[config.mk]
export PLATFORM = sky130hd
export DESIGN_NAME = core_ctrl
export DESIGN_NICKNAME = d
export VERILOG_FILES = /design/src/rtl/core_ctrl.sv
export SDC_FILE = /design/constraint.sdc
export NUM_CORES = 1
export LEC_CHECK = 0
export BUFFER_PORTS_ARGS = -buffer_cell sky130_fd_sc_hd__buf_2
export CORE_ASPECT_RATIO = 1.4
export CORE_MARGIN = 10
export CORE_UTILIZATION = 32
export CTS_CLUSTER_SIZE = 12
export DETAILED_ROUTE_END_ITERATION = 8
export GPL_ROUTABILITY_DRIVEN = 0
export GPL_TIMING_DRIVEN = 0
export PLACE_DENSITY_LB_ADDON = 0.12
export REMOVE_ABC_BUFFERS = 1
export SYNTH_ARGS = -nofsm -noshare
export SYNTH_HDL_FRONTEND = slang
export SYNTH_SLANG_ARGS = --single-unit
[constraint.sdc]
create_clock -name clk -period 8.4 [get_ports clk]
set_input_delay 0.42 -clock clk [delete_from_list [all_inputs] [get_ports clk]]
set_output_delay 0.42 -clock clk [all_outputs]
set_load 0.02 [all_outputs]
[src/rtl/core_ctrl.sv]
`default_nettype none
// ============================================================================
// Module   : core_ctrl
// Purpose  : Instruction sequencer for `core`. It emits the 34-bit inst word
//            cycle by cycle for one convolution pass over KIJ kernel
//            positions. Each position runs these phases in order:
//            weight fetch, kernel load, gap, activation fetch, execute,
//            OFIFO drain.
// Ports    : clk          - clock
//            reset        - asynchronous active-low reset
//            start        - pulse; begins a pass when idle
//            abort        - synchronous; returns to IDLE on the next cycle
//            ofifo_valid  - OFIFO in core holds a word
//            inst[33:0]   - instruction word to core (registered)
//            busy         - pass in progress (registered)
//            done         - one-cycle end-of-pass pulse (registered)
//            kij_idx[3:0] - current kernel position (registered)
//            perf_stall   - DRAIN cycles with ofifo_valid low, saturating
//                           (present only when CORE_CTRL_PERF_EN is defined)
// Options  : CORE_CTRL_PERF_EN - adds the perf_stall counter and port
// Revision : 1.0 - initial release
// ============================================================================
module core_ctrl #(
  parameter int          ROW       = 8,
  parameter int          COL       = 8,
  parameter int          KIJ       = 9,
  parameter int          NACT      = 36,
  parameter logic [10:0] WGT_BASE  = 11'h400,
  parameter logic [10:0] ACT_BASE  = 11'h000,
  parameter logic [10:0] PSUM_BASE = 11'h000,
  parameter int          GAP       = 8
) (
  input  logic        clk,
  input  logic        reset,
  input  logic        start,
  input  logic        abort,
  input  logic        ofifo_valid,
  output logic [33:0] inst,
  output logic        busy,
  output logic        done,
  output logic [3:0]  kij_idx
`ifdef CORE_CTRL_PERF_EN
  ,
  output logic [15:0] perf_stall
`endif
);

  // Phase counter covers the longest phase.
  localparam int c_M1  = (COL > GAP) ? COL : GAP;
  localparam int c_M2  = (c_M1 > ROW) ? c_M1 : ROW;
  localparam int c_MAX = (c_M2 > NACT) ? c_M2 : NACT;
  localparam int c_CW  = $clog2(c_MAX + 1);

  localparam logic [33:0] c_IDLE_WORD = 34'h1800C0000;

  // inst bit positions
  localparam int c_ACC      = 33;
  localparam int c_CEN_P    = 32;
  localparam int c_WEN_P    = 31;
  localparam int c_CEN_X    = 19;
  localparam int c_OFIFO_RD = 6;
  localparam int c_L0_RD    = 3;
  localparam int c_L0_WR    = 2;
  localparam int c_EXEC     = 1;
  localparam int c_LOAD     = 0;

  typedef enum logic [3:0] {
    S_IDLE  = 4'd0,
    S_WLD   = 4'd1,
    S_WKRN  = 4'd2,
    S_WGAP  = 4'd3,
    S_ALD   = 4'd4,
    S_EXE   = 4'd5,
    S_DRAIN = 4'd6,
    S_NEXT  = 4'd7,
    S_DONE  = 4'd8
  } state_t;

  state_t          r_state;
  logic [c_CW-1:0] r_cnt;
  logic [3:0]      r_k;
  logic [c_CW-1:0] r_rd;     // OFIFO reads issued this position
  logic [c_CW-1:0] r_m;      // pmem writes issued this position
  logic [33:0]     r_inst;
  logic            r_busy;
  logic            r_done;

  state_t          w_state_nx;
  logic [c_CW-1:0] w_cnt_nx;
  logic [3:0]      w_k_nx;
  logic [c_CW-1:0] w_rd_nx;
  logic [c_CW-1:0] w_m_nx;
  logic            w_ofrd_nx;
  logic            w_pwr_nx;
  logic [33:0]     w_inst_nx;
  logic            w_accept;

  assign w_accept = (r_state == S_IDLE) && start && !abort;

  // Next state and counters
  always_comb begin
    w_state_nx = r_state;
    w_cnt_nx   = r_cnt;
    w_k_nx     = r_k;
    w_rd_nx    = r_rd;
    w_m_nx     = r_m;
    w_ofrd_nx  = 1'b0;
    w_pwr_nx   = 1'b0;
    if (abort) begin
      w_state_nx = S_IDLE;
    end else begin
      case (r_state)
        S_IDLE: begin
          if (start) begin
            w_state_nx = S_WLD;
            w_k_nx     = 4'd0;
            w_cnt_nx   = '0;
          end
        end
        S_WLD: begin
          if (r_cnt == c_CW'(COL - 1)) begin
            w_state_nx = S_WKRN;
            w_cnt_nx   = '0;
          end else begin
            w_cnt_nx = r_cnt + c_CW'(1);
          end
        end
        S_WKRN: begin
          if (r_cnt == c_CW'(COL - 1)) begin
            w_state_nx = S_WGAP;
            w_cnt_nx   = '0;
          end else begin
            w_cnt_nx = r_cnt + c_CW'(1);
          end
        end
        S_WGAP: begin
          if (r_cnt == c_CW'(GAP - 1)) begin
            w_state_nx = S_ALD;
            w_cnt_nx   = '0;
          end else begin
            w_cnt_nx = r_cnt + c_CW'(1);
          end
        end
        S_ALD: begin
          if (r_cnt == c_CW'(NACT - 1)) begin
            w_state_nx = S_EXE;
            w_cnt_nx   = '0;
          end else begin
            w_cnt_nx = r_cnt + c_CW'(1);
          end
        end
        S_EXE: begin
          if (r_cnt == c_CW'(NACT - 1)) begin
            w_state_nx = S_DRAIN;
            w_cnt_nx   = '0;
            w_rd_nx    = '0;
            w_m_nx     = '0;
          end else begin
            w_cnt_nx = r_cnt + c_CW'(1);
          end
        end
        S_DRAIN: begin
          // r_m reaching NACT means the last write is on inst this cycle.
          if (r_m == c_CW'(NACT)) begin
            w_state_nx = S_NEXT;
          end else begin
            if (ofifo_valid && (r_rd != c_CW'(NACT))) begin
              w_ofrd_nx = 1'b1;
              w_rd_nx   = r_rd + c_CW'(1);
            end
            // The word popped last cycle is written this cycle.
            if (r_inst[c_OFIFO_RD]) begin
              w_pwr_nx = 1'b1;
              w_m_nx   = r_m + c_CW'(1);
            end
          end
        end
        S_NEXT: begin
          if (r_k == 4'(KIJ - 1)) begin
            w_state_nx = S_DONE;
          end else begin
            w_state_nx = S_WLD;
            w_k_nx     = r_k + 4'd1;
            w_cnt_nx   = '0;
          end
        end
        S_DONE:  w_state_nx = S_IDLE;
        default: w_state_nx = S_IDLE;
      endcase
    end
  end

  // Next instruction word, built from the upcoming state
  always_comb begin
    w_inst_nx = c_IDLE_WORD;
    // Read data lands one cycle after an xmem read; abort drops it.
    if (w_state_nx != S_IDLE) begin
      w_inst_nx[c_L0_WR] = ~r_inst[c_CEN_X];
    end
    case (w_state_nx)
      S_WLD: begin
        w_inst_nx[c_CEN_X] = 1'b0;
        w_inst_nx[17:7]    = WGT_BASE + 11'(w_k_nx) * 11'(COL) + 11'(w_cnt_nx);
      end
      S_WKRN: begin
        w_inst_nx[c_L0_RD] = 1'b1;
        w_inst_nx[c_LOAD]  = 1'b1;
      end
      S_ALD: begin
        w_inst_nx[c_CEN_X] = 1'b0;
        w_inst_nx[17:7]    = ACT_BASE + 11'(w_cnt_nx);
      end
      S_EXE: begin
        w_inst_nx[c_L0_RD] = 1'b1;
        w_inst_nx[c_EXEC]  = 1'b1;
      end
      S_DRAIN: begin
        w_inst_nx[c_OFIFO_RD] = w_ofrd_nx;
        if (w_pwr_nx) begin
          w_inst_nx[c_CEN_P] = 1'b0;
          w_inst_nx[c_WEN_P] = 1'b0;
          w_inst_nx[30:20]   = PSUM_BASE + 11'(r_m);
          w_inst_nx[c_ACC]   = (r_k != 4'd0);
        end
      end
      default: ;
    endcase
  end

`ifdef CORE_CTRL_PERF_EN
  logic [15:0] r_perf;
  assign perf_stall = r_perf;
`endif

  always_ff @(posedge clk or negedge reset) begin
    if (!reset) begin
      r_state <= S_IDLE;
      r_cnt   <= '0;
      r_k     <= 4'd0;
      r_rd    <= '0;
      r_m     <= '0;
      r_inst  <= c_IDLE_WORD;
      r_busy  <= 1'b0;
      r_done  <= 1'b0;
`ifdef CORE_CTRL_PERF_EN
      r_perf  <= 16'd0;
`endif
    end else begin
      r_state <= w_state_nx;
      r_cnt   <= w_cnt_nx;
      r_k     <= w_k_nx;
      r_rd    <= w_rd_nx;
      r_m     <= w_m_nx;
      r_inst  <= w_inst_nx;
      r_busy  <= (w_state_nx != S_IDLE) && (w_state_nx != S_DONE);
      r_done  <= (w_state_nx == S_DONE);
`ifdef CORE_CTRL_PERF_EN
      if (w_accept) begin
        r_perf <= 16'd0;
      end else if ((r_state == S_DRAIN) && !ofifo_valid && (r_perf != 16'hFFFF)) begin
        r_perf <= r_perf + 16'd1;
      end
`endif
    end
  end

  assign inst    = r_inst;
  assign busy    = r_busy;
  assign done    = r_done;
  assign kij_idx = r_k;

endmodule
`default_nettype wire

### After elaboration in Yosys (flattened, before gate mapping)

Cells that the tools add are included.

* equality and inequality tests: 23
* reductions and logical operators: 12
* muxes and demuxes: 44
* $add $sub $neg: 6
* bitwise logic cells: 2

Operator list (number)
* 2-to-1 mux 6 bit: 10
* 2-to-1 mux 4 bit: 12
* case mux 4 bit (8 select lines): 1
* == test 4 x 3 -> 1 bit (second input constant): 7
* 2-to-1 mux 14 bit: 2
* case mux 6 bit (2 select lines): 2
* case mux 6 bit (4 select lines): 1
* case mux 11 bit (2 select lines): 1
* adder 6 x 1 -> 6 bit (second input constant): 3
* 2-to-1 mux 1 bit: 14
* == test 4 x 2 -> 1 bit (second input constant): 3
* == test 6 bit (second input constant): 2
* adder 11 x 6 -> 11 bit: 1
* adder 11 x 7 -> 11 bit (first input constant): 1
* AND reduction 5 bit: 2
* == test 4 x 1 -> 1 bit (second input constant): 2
* == test 4 bit (second input constant): 2
* != test 2 bit (second input constant): 4
* case mux 4 bit (2 select lines): 1
* nonzero test 4 bit: 2
* == test 6 x 3 -> 1 bit (second input constant): 1
* != test 6 bit (second input constant): 1
* OR reduction 2 bit: 3
* adder 4 x 1 -> 4 bit (second input constant): 1
* 6 further kinds: 8

* flip-flop bits (word level): 59

### Depth between registers and ports, before layout

Gate-level depths: netlist (run 1).

* depth after elaboration: 7
* gate-level depth with buffers: 12
* gate-level depth less buffers: 11

### Worst setup path after synthesis (run 1)

OpenSTA, ideal clock, no wires.

* path kind: reg-to-reg
* start point: register r_cnt[0]
* end point: register r_inst[12], in the netlist inst[12]
* slack: 5.534 ns
* setup time: 0.122 ns
* data arrival time: 2.745 ns
* stages on the path, launching flop included: 11
* period minus slack after synthesis: 2.866 ns
* required time: 8.278 ns
* cells stage by stage: dfrtp_1 -> ha_1 -> or3b_4 -> o21ai_0 -> a21oi_1 -> a21o_1 -> a22o_1 -> ha_1 -> fa_1 -> xor2_1 -> a32o_1

* word-level cells in the longest chain between the ends: 6

Ends and longest elaborated chain
* start, declared: RTL line 80 `logic [c_CW-1:0] r_cnt;`
* start signal, assigned: RTL line 250 `r_cnt <= w_cnt_nx;`
* adder 6 x 1 -> 6 bit, or another cell as far along
* 2-to-1 mux 6 bit (on tied branches)
* case mux 6 bit (4 select lines) (*): RTL line 112 `case (r_state)`
* 2-to-1 mux 6 bit (*): RTL line 109 `if (abort) begin`
* net w_cnt_nx[3]: RTL line 89 `logic [c_CW-1:0] w_cnt_nx;`
* adder 11 x 6 -> 11 bit (*): RTL line 203 `w_inst_nx[17:7] = WGT_BASE + 11'(w_k_nx) * 11'(COL) + 11'(w_cnt_nx);`
* case mux 11 bit (2 select lines) (*): RTL line 200 `case (w_state_nx)`
* net w_inst_nx[12]: RTL line 95 `logic [33:0] w_inst_nx;`
* end signal, assigned: RTL line 242 `r_inst <= c_IDLE_WORD;`
* end signal, assigned: RTL line 254 `r_inst <= w_inst_nx;`
* end, declared: RTL line 84 `logic [33:0] r_inst;`

Mark *: on every way through the listed nets, which the timed path passes. The rest lies on a longest branch.
A chain may end at the register's enable or synchronous reset.

### Worst setup path in the final report (run 1)

Ends and elaborated chain as after synthesis.

==> qor.csv, run 1 <==
metric,value,unit
CP top delay family,compound AO/OA/AOI/OAI gates,
adder-cell share of the synthesized area,5.35,%
Compound-Gate Fraction of Synth Area,19.5,%
"most used cell, CP",ha_1,
initial antenna violation count,0,
CTS Hold Bufs,0,
Post-Route WL,6.13,mm
final global-route overflow total,0,
HP Class,input pin to async pin,
Worst-path clk slew,0.06,ns
WS Path Type,flop to flop,
first-pass GRT wire length,10.1,mm
Worst Path Required,8.57,ns
largest family of logic cells by synthesized area,compound AO/OA/AOI/OAI gates,
RSZ-0062 raised after global routing,false,
Overall Power,0.000517,W
DR vias,2013,
max_cap viols,0,
final number of setup-violating endpoints,0,
CP startpoint kind,flop,
final-layout fill cell count,856,
Post-Syn Area,0.00271,mm2
Post-Synth XOR/XNOR Area,0.646,%
critical path peak fanout,6,
Final Skew,0.00571,ns
Peak VDD IR,0.0757,mV
R2R setup slack,5.26,ns
slew at the pin closest to its max-slew limit,1.14,ns
CTS sink cnt,51,
Post-synth top cells,"dfrtp_1, nand2_1, nor2_1",
Slew HR,24.0,%
Yosys cell types,53,
H-tree level count,2,
yosys warns,0,
CTS tree,built,
CP arrival,3.31,ns
Main synth FF type,dfrtp_1,
Die H,129,um
fin. max-slew vios,0,
total track usage,9.64,%
Worst path max stage delay,0.44,ns
most frequent cell after synthesis,dfrtp_1,
r2r startpoint,r_cnt[0]$_DFF_PN0_,
proportion of synthesized area in mux cells,1.98,%
worst path cell trace,"ha_1, or3b_4, o21ai_0, a21oi_1, a21o_1, a22o_1, ha_1, fa_1, xor2_1, a32o_1",
Fmax,319,MHz
largest net degree at the start of global routing,52,
Yosys reg bits,51,
clock tree buffer depth,2,
ys async rst share,100,%
Post-Syn Instances,272,
post-CTS resize count,0,
DR iter-0 viols,106,
drt wl/cell,15.3,um
Die Footprint,0.0126,mm2
vias per inst,5.02,
share of layout cells above drive strength 1,20.4,%
hpwl dp,4.53,mm
worst r2r dst,inst[12]$_DFF_PN0_,
outcome,completed,
syn_area_per_cell,9.97,um2
CP max stage cell,or3b_4,
simple-gate share of the synthesized area,17.4,%
crit end category,flop,
die width,97.8,um
antenna-violating nets left,0,
Core Area,0.00820,mm2
"Min Clock Period, post-route",3.14,ns
"Seq/Total Area, Yosys",47.1,%
synth top area cells,"dfrtp_1, ha_1, buf_4",
final period utilization,37.4,%
Post-synth EDFFs,0,
CTS Buf Count,5,
I/O Buffers,34,
Initial Util,33.1,%
setup bufs post-CTS,0,
leak pwr,1.48,nW
antenna cells,0,
Pwr Density,169,mW/mm2
number of global-route vias before repair,2027,
"Clk Latency, worst-skew pair",0.29,ns
worst reg-to-reg path cell count,10,
I/O pins,45,
Yosys top cell by area,dfrtp_1,
Nets,314,
1st-pass router iterations,4,
Bufs and invs on worst path,0,
final hold violations,0,
Synth top area share,45.2,%
Residual DRC,0,
setup_tns,0,ns
# rows,39,
synth-to-layout area growth,12.9,%
clock root buffer,clkbuf_16,
## per-layer routing
layer / vias to the layer above / GRT usage [%] / share of wire, %
met4: 0 / 3.60 / 2.0
met2: 32 / 17.4 / 52
met5: - / 0 / 0
li1: 990 / - / -
met1: 982 / 10.7 / 42
met3: 9 / 2.46 / 3.7
## through the flow
stage                     util, %  area, um2  setup slack [ns]  hold WS (ns)  instances
after detailed placement     35.4       2910              5.24         0.483        393
after global placement       35.4       2900              5.27         0.490        393
after CTS                    37.3       3060              5.25         0.426        401
after floorplan                 -       2600              5.53         0.124        257
after global routing         37.3       3060              5.13         0.482        401
final                        37.3       3060              5.26         0.362        401
## worst max path at each step
stage                     cells after the start                  to  slack, ns          startpoint
after global placement                       10  inst[12]$_DFF_PN0_       5.27  r_cnt[0]$_DFF_PN0_
after global routing                         10  inst[12]$_DFF_PN0_       5.13  r_cnt[0]$_DFF_PN0_
after detailed placement                      8  inst[12]$_DFF_PN0_       5.24  r_cnt[0]$_DFF_PN0_
after floorplan                              10  inst[12]$_DFF_PN0_       5.53  r_cnt[0]$_DFF_PN0_
final                                        10  inst[12]$_DFF_PN0_       5.26  r_cnt[0]$_DFF_PN0_
after CTS                                     8  inst[12]$_DFF_PN0_       5.25  r_cnt[0]$_DFF_PN0_
## area by class of cell
type / count / area [um2] / area share (%)
multi-input combinational: 189 / 1260 / 41.2
sequential: 51 / 1280 / 41.8
timing repair buffer: 34 / 170 / 5.56
tap: 102 / 128 / 4.17
clock buffer: 8 / 156 / 5.11
inverter: 17 / 68.8 / 2.25
## worst reg2reg max path: stages (launching register included)
cell	delay, ns
dfrtp_1	0.37
ha_1	0.22
or3b_4	0.44
o21ai_0	0.38
a21oi_1	0.16
a21o_1	0.18
a22o_1	0.27
ha_1	0.24
fa_1	0.40
xor2_1	0.16
a32o_1	0.21
## logic make-up (layout without fill, tap and decap cells)
| group | after synthesis | in the layout |
|---|---|---|
| adder cells (fa/ha/maj) | 11 | 11 |
| flip-flops | 51 | 51 |
| XOR/XNOR | 2 | 2 |
| AO/OA/AOI/OAI | 70 | 70 |
| buffers and inverters | 40 | 59 |
| other | 2 | 10 |
| multiplexers | 5 | 5 |
| AND/OR/NAND/NOR | 91 | 91 |
## cell usage in the layout (no fill, tap or decap), types with 3 or more instances in the layout
cell	synthesis	layout
a21boi_1	3	3
a21o_1	6	6
a21oi_1	15	15
a22o_1	5	5
a31oi_1	13	13
a32o_1	3	3
and2_1	3	3
and3_1	6	6
buf_2	4	34
clkbuf_16	0	5
conb_1	2	10
dfrtp_1	49	49
ha_1	10	10
inv_1	16	16
mux2_2	3	3
nand2_1	21	21
nand2b_1	4	4
nand3_1	6	6
nor2_1	21	21
nor2b_1	4	4
nor3_1	10	9
o21ai_0	8	8
or2_2	3	3
## where the power goes
part	total (W)	switching (W)	internal, W
Combinational	0.0000471	0.0000324	0.0000147
Clock	0.000212	0.0000854	0.000127
Sequential	0.000258	0.00000552	0.000252
## state kept, by name, summed over array words and instances, names as in the netlist
signal,flops
inst,23
r_cnt,6
r_m,6
r_rd,6
kij_idx,4
r_state,4
busy,1
done,1
Note: power is estimated with default switching activity, not from simulation.
==> run 2, diff against run 1 <==
Clock period 8.4 ns to 3.2 ns, I/O delays scaled along.
==> run 2 against run 1 <==
Effect of this change:
- sequential power increased to 2.6 times the previous value
- largest power group unchanged
- register-to-register slack got worse by 5.1 ns
- worst setup slack got worse by 5.1 ns
- clock-buffer cell count unchanged
- maximum frequency increased by 4.6%
==> qor.csv, run 2 (same netlist as run 1, synthesis figures left out) <==
metric,value,unit,change
CTS sink cnt,51,,unchanged
Worst Path Required,3.37,ns,-5.20 ns
Initial Util,33.1,%,unchanged
CP startpoint kind,flop,,
number of global-route vias before repair,2027,,unchanged
CTS Buf Count,5,,unchanged
final hold violations,0,,unchanged
Worst-path clk slew,0.06,ns,about the same
highest-count cells in the layout ignoring fill and taps,"dfrtp_1, buf_2, nor2_1, nand2_1, inv_1",,
1st-pass router iterations,4,,unchanged
CP max stage cell,or3b_4,,
r2r startpoint,r_cnt[0]$_DFF_PN0_,,
CP arrival,3.17,ns,-0.14 ns
Cells after DPL,393,,unchanged
final global-route overflow total,0,,unchanged
initial antenna violation count,0,,unchanged
crit end category,flop,,
Post-Route WL,6.15,mm,+0.24%
Final Skew,0.00604,ns,+0.000332 ns
DR iter-0 viols,123,,+16%
WS Path Type,flop to flop,,
drt wl/cell,15.3,um,+0.24%
final-layout fill cell count,856,,unchanged
H-tree level count,2,,unchanged
R2R setup slack,0.20,ns,-5.06 ns
CTS tree,built,,
"Min Clock Period, post-route",3.00,ns,-0.137 ns
antenna-violating nets left,0,,unchanged
Slew HR,24.2,%,+0.24 points
Non-Filler Instances,401,,unchanged
setup_tns,0,ns,unchanged
vias per inst,5.03,,+0.20%
share of layout cells above drive strength 1,20.4,%,unchanged
"most common cell after layout, fill and taps aside",dfrtp_1,,
Fmax,333,MHz,+4.6%
die width,97.8,um,unchanged
Residual DRC,0,,unchanged
DP Area,0.00291,mm2,unchanged
worst path cell trace,"ha_1, or3b_4, o21ai_1, a21oi_1, a21o_1, a22o_1, ha_1, fa_1, xor2_1, a32o_1",,
CTS Hold Bufs,0,,unchanged
synth-to-layout area growth,13.1,%,
I/O pins,45,,unchanged
worst r2r dst,inst[12]$_DFF_PN0_,,
Pwr Density,443,mW/mm2,+160%
Peak VDD IR,0.199,mV,+160%
Largest register FFs,23,,unchanged
final number of setup-violating endpoints,0,,unchanged
final period utilization,93.8,%,+56 points
Nets,314,,unchanged
critical path peak fanout,6,,unchanged
CP endpoint,inst[12]$_DFF_PN0_,,
first-pass GRT wire length,10.1,mm,unchanged
DR vias,2017,,+0.20%
antenna cells,0,,unchanged
total track usage,9.64,%,unchanged
max_cap viols,0,,unchanged
"most used cell, CP",ha_1,,
Die H,129,um,unchanged
clock tree buffer depth,2,,unchanged
Core Area,0.00820,mm2,unchanged
Critical Path Source,r_cnt[0]$_DFF_PN0_,,
clock root buffer,clkbuf_16,,
Die Footprint,0.0126,mm2,unchanged
RSZ-0062 raised after global routing,false,,
slew at the pin closest to its max-slew limit,1.14,ns,-0.00361 ns
I/O Buffers,34,,unchanged
fin. max-slew vios,0,,unchanged
HP Class,input pin to async pin,,
leak pwr,1.48,nW,about the same
hpwl dp,4.53,mm,unchanged
outcome,completed,,
fin area,0.00307,mm2,+0.24%
"Clk Latency, worst-skew pair",0.29,ns,about the same
largest net degree at the start of global routing,52,,unchanged
worst reg-to-reg path cell count,10,,unchanged
Worst path max stage delay,0.44,ns,about the same
# rows,39,,unchanged
## run 2: cell counts in the layout (fill, tap and decap cells not counted)
No cell type changed its count.
## run 2: layout make-up
type                       count  area, um2  share of cell area, %
tap                          102        128                   4.16
inverter                      17       68.8                   2.24
clock buffer                   8        156                   5.10
sequential                    51       1280                   41.7
timing repair buffer          34        170                   5.54
multi-input combinational    189       1270                   41.3
## run 2: timing repair
action                                  CTS  global route
endpoints found under the setup margin    0             5
setup buffers                             0             0
gates resized for setup                   0             2
## run 2: stage by stage
stage	setup slack, ns	hold WS [ns]	power (W)	utilization [%]
2_1_floorplan	0.334	-0.136	0.000768	-
3_3_place_gp	0.0661	0.466	0.000814	35.4
3_5_place_dp	0.0447	0.478	0.000816	35.4
4_1_cts	0.0466	0.166	0.00138	37.3
5_1_grt	0.0699	0.222	0.00143	37.4
6_report	0.198	0.102	0.00136	37.4
## run 2: worst min-delay path by stage
stage	endpoint	cells after the start
3_5_place_dp	inst[20]$_DFF_PN0_	1
4_1_cts	inst[20]$_DFF_PN0_	1
3_3_place_gp	inst[20]$_DFF_PN0_	1
2_1_floorplan	busy$_DFF_PN0_	0
5_1_grt	inst[22]$_DFF_PN0_	1
6_report	inst[21]$_DFF_PN0_	1
## run 2: routing by layer
layer,vias up,share of wire (%),GRT usage (%)
met5,-,0,0
met4,0,2.2,3.60
met3,8,3.8,2.46
met2,36,52,17.4
met1,981,42,10.7
li1,992,-,-
## run 2: worst max-delay path, delay by kind of cell (launching register included)
family / cells / cell delay, ns
AOI/OAI and AO/OA: 5 / 1.06
adders and majority gates: 3 / 0.86
and+or+nand+nor: 1 / 0.44
DFF: 1 / 0.37
xor gates and xnor gates: 1 / 0.16
## run 2: power breakdown
group          switching [W]  total, W  internal (W)  leakage (nW)
sequential         0.0000145  0.000677      0.000662         0.698
clock               0.000224  0.000557      0.000333        0.0772
combinational      0.0000858  0.000125     0.0000395         0.703
==> run 3, diff against run 2 <==
Settings changed: ABC_AREA set to 1, CTS_CLUSTER_SIZE 12 to 10.
==> run 3 against run 2 <==
Effect of this change:
- non-clock buffer count stayed put
- worst setup slack improved by 0.43 ns
- clock-buffer cell count fell by 3
- register-to-register slack better by 0.43 ns
- combinational power rose by 36%
- first-iteration DRC count rose by 11%
- design area grew 7.0%
- via count up 14%
- sequential power increased by 1%
- utilization rose by 0.28 points
- routed wire length increased by 8.7%
- largest cell class is now multi-input gates
- largest power group unchanged
- highest routed layer unchanged
==> qor.csv, run 3 <==
metric,value,unit,change
power share of the combinational group,11.5,%,+2.3 points
# rows,40,,+2.6%
leak pwr,1.87,nW,+27%
CTS sink cnt,51,,unchanged
Slew HR,23.3,%,-0.92 points
clock tree buffer depth,2,,unchanged
hpwl dp,5.11,mm,+13%
Worst Path Required,3.39,ns,+0.02 ns
HP Class,input pin to async pin,,
Worst-path clk slew,0.07,ns,about the same
RSZ-0062 raised after global routing,false,,
final number of setup-violating endpoints,0,,unchanged
yosys warns,0,,unchanged
final-layout fill cell count,920,,+7.5%
"Seq/Total Area, Yosys",44.3,%,-2.8 points
antenna cells,0,,unchanged
Residual DRC,0,,unchanged
Initial Util,33.1,%,+0.057 points
max_cap viols,0,,unchanged
CP startpoint kind,flop,,
crit end category,flop,,
Post-Syn Area,0.00289,mm2,+6.4%
total track usage,10.3,%,+0.64 points
WS Path Type,flop to flop,,
"most common cell after layout, fill and taps aside",nand2_1,,
area occupied by multi-input gates,0.00134,mm2,+5.7%
Critical Path Source,kij_idx[0]$_DFF_PN0_,,
setup bufs post-CTS,0,,unchanged
Yosys cell types,35,,-34%
number of global-route vias before repair,2361,,+16%
final global-route overflow total,0,,unchanged
H-tree level count,2,,unchanged
Yosys top cell by area,dfrtp_1,,
worst reg-to-reg path cell count,17,,+7
sequential fraction of design power,46.4,%,-3.4 points
Sw Pwr,0.000391,W,+21%
Die H,132,um,+2.7%
r2r startpoint,kij_idx[0]$_DFF_PN0_,,
CTS Buf Count,5,,unchanged
Largest register FFs,23,,unchanged
setup_tns,0,ns,unchanged
Die Footprint,0.0133,mm2,+5.2%
"Clk Latency, worst-skew pair",0.29,ns,about the same
die width,100,um,+2.5%
R2R setup slack,0.63,ns,+0.43 ns
register area,0.00128,mm2,unchanged
Main synth FF type,dfrtp_1,,
I/O Buffers,34,,unchanged
Post-Route WL,6.68,mm,+8.7%
Nets,406,,+29%
Sw Share,26.5,%,+2.6 points
DR iter-0 viols,137,,+11%
CP endpoint,inst[13]$_DFF_PN0_,,
Peak VDD IR,0.201,mV,+1.0%
CP arrival,2.76,ns,-0.41 ns
CTS tree,built,,
fin. max-slew vios,0,,unchanged
synth-to-layout area growth,13.8,%,
vias per inst,4.65,,-7.6%
final period utilization,80.5,%,-13 points
final setup margin,0.625,ns,+0.427 ns
Core Area,0.00871,mm2,+6.2%
first-pass GRT wire length,11.2,mm,+11%
Clock Power Share,42.1,%,+1.1 points
Post-Syn Instances,355,,+31%
drt wl/cell,13.5,um,-12%
largest net degree at the start of global routing,52,,unchanged
Final Skew,0.00375,ns,-0.00229 ns
final hold violations,0,,unchanged
syn_area_per_cell,8.13,um2,-18%
share of layout cells above drive strength 1,20.7,%,+0.31 points
Yosys reg bits,51,,unchanged
Post-synth EDFFs,0,,unchanged
pre-CTS WS,0.617,ns,+0.572 ns
clock root buffer,clkbuf_16,,
I/O pins,45,,unchanged
Pwr Density,450,mW/mm2,+1.7%
synth top area cells,"dfrtp_1, nand2_1, nand3_1",,
Synth top area share,42.5,%,-2.7 points
ys async rst share,100,%,unchanged
Fmax,388,MHz,+17%
highest-count cells in the layout ignoring fill and taps,"nand2_1, dfrtp_1, inv_1, nand3_1, buf_2",,
Post-synth top cells,"nand2_1, dfrtp_1, inv_1",,
most frequent cell after synthesis,nand2_1,,
critical path peak fanout,4,,-2
"Min Clock Period, post-route",2.57,ns,-0.427 ns
post-CTS resize count,0,,unchanged
internal power,0.00109,W,+5.1%
initial antenna violation count,0,,unchanged
worst r2r dst,inst[13]$_DFF_PN0_,,
DR vias,2304,,+14%
CTS Hold Bufs,0,,unchanged
antenna-violating nets left,0,,unchanged
1st-pass router iterations,4,,unchanged
slew at the pin closest to its max-slew limit,1.15,ns,+0.0138 ns
outcome,completed,,
==> run 3: changes by cell type in the layout (fill, tap and decap cells not counted), moves of 7 or more <==
cell     delta
a21oi_1    -11
nand4_1    +13
nor2_1     +11
nand2_2     +7
nor2_2      +9
nand2_1    +62
inv_1      +27
inv_2       +8
nand3_1    +31
a31oi_1    -12
==> run 3: power by group through the flow <==
stage / Sequential [W] / Combinational (W) / Clock [W]
3_3_place_gp: 0.000699 / 0.000171 / 0
4_1_cts: 0.000687 / 0.000173 / 0.000644
3_5_place_dp: 0.000699 / 0.000172 / 0
5_1_grt: 0.000690 / 0.000195 / 0.000663
2_1_floorplan: 0.000711 / 0.0000992 / 0
6_report: 0.000687 / 0.000170 / 0.000623
==> run 3: metrics by stage <==
stage	util, %	cells	area (um2)	total power, W	hold WS (ns)
floorplan	-	349	2810	0.000811	-0.136
global placement	35.7	488	3110	0.000870	0.478
detailed placement	35.7	488	3110	0.000872	0.476
CTS	37.7	496	3280	0.00150	0.157
global route	37.7	496	3280	0.00155	0.203
finish	37.7	496	3280	0.00148	0.0871
==> run 3: cells by family after synthesis <==
| logic type | share of synthesized area (%) |
|---|---|
| flops | 44.3 |
| compound gates | 4.99 |
| buf+inv | 10.3 |
| other cells | 0.260 |
| simple gates | 32.7 |
| xor+xnor | 2.43 |
| fa+ha+maj | 5.03 |
==> run 3: how the worst min path moves through the flow <==
stage / depth (start not counted) / endpoint / from / slack, ns
2_1_floorplan: 0 / busy$_DFF_PN0_ / reset / -0.14
3_3_place_gp: 1 / r_rd[4]$_DFFE_PN0P_ / reset / 0.48
3_5_place_dp: 1 / r_rd[3]$_DFFE_PN0P_ / reset / 0.48
4_1_cts: 1 / r_rd[3]$_DFFE_PN0P_ / reset / 0.16
5_1_grt: 1 / r_m[1]$_DFFE_PN0P_ / reset / 0.20
6_report: 1 / r_rd[4]$_DFFE_PN0P_ / reset / 0.09
==> run 3: routing by layer <==
layer  vias to the layer above  GRT usage (%)  share of wire, %
met4                         0           3.39               1.8
li1                       1177              -                 -
met2                        34           17.8                52
met3                         9           2.99               4.3
met1                      1084           11.6                42
met5                         -              0                 0
==> run 3: final cells by class <==
class | count | share of cell area, %
well taps | 105 | 4.00
clock inverters | 3 | 1.45
multi-input cells | 247 | 40.8
inverters | 51 | 5.83
flip-flops and latches | 51 | 38.9
clock buffers | 5 | 3.81
repair buffers | 34 | 5.18
==> run 3: critical path, cell delays in order, from the launching register on <==
cell and delay (ns):
dfrtp_1 0.39, inv_1 0.09, ha_1 0.19, inv_1 0.07, nor2_1 0.05, nand3_1 0.18, nand2_1 0.12, nor2_1 0.23
nand2_1 0.08, nand2_1 0.08, inv_2 0.05, ha_1 0.34, nand2_1 0.08, nand2_1 0.04, a31oi_1 0.20, nand3_1 0.11
nand2_1 0.11, nor2_2 0.05
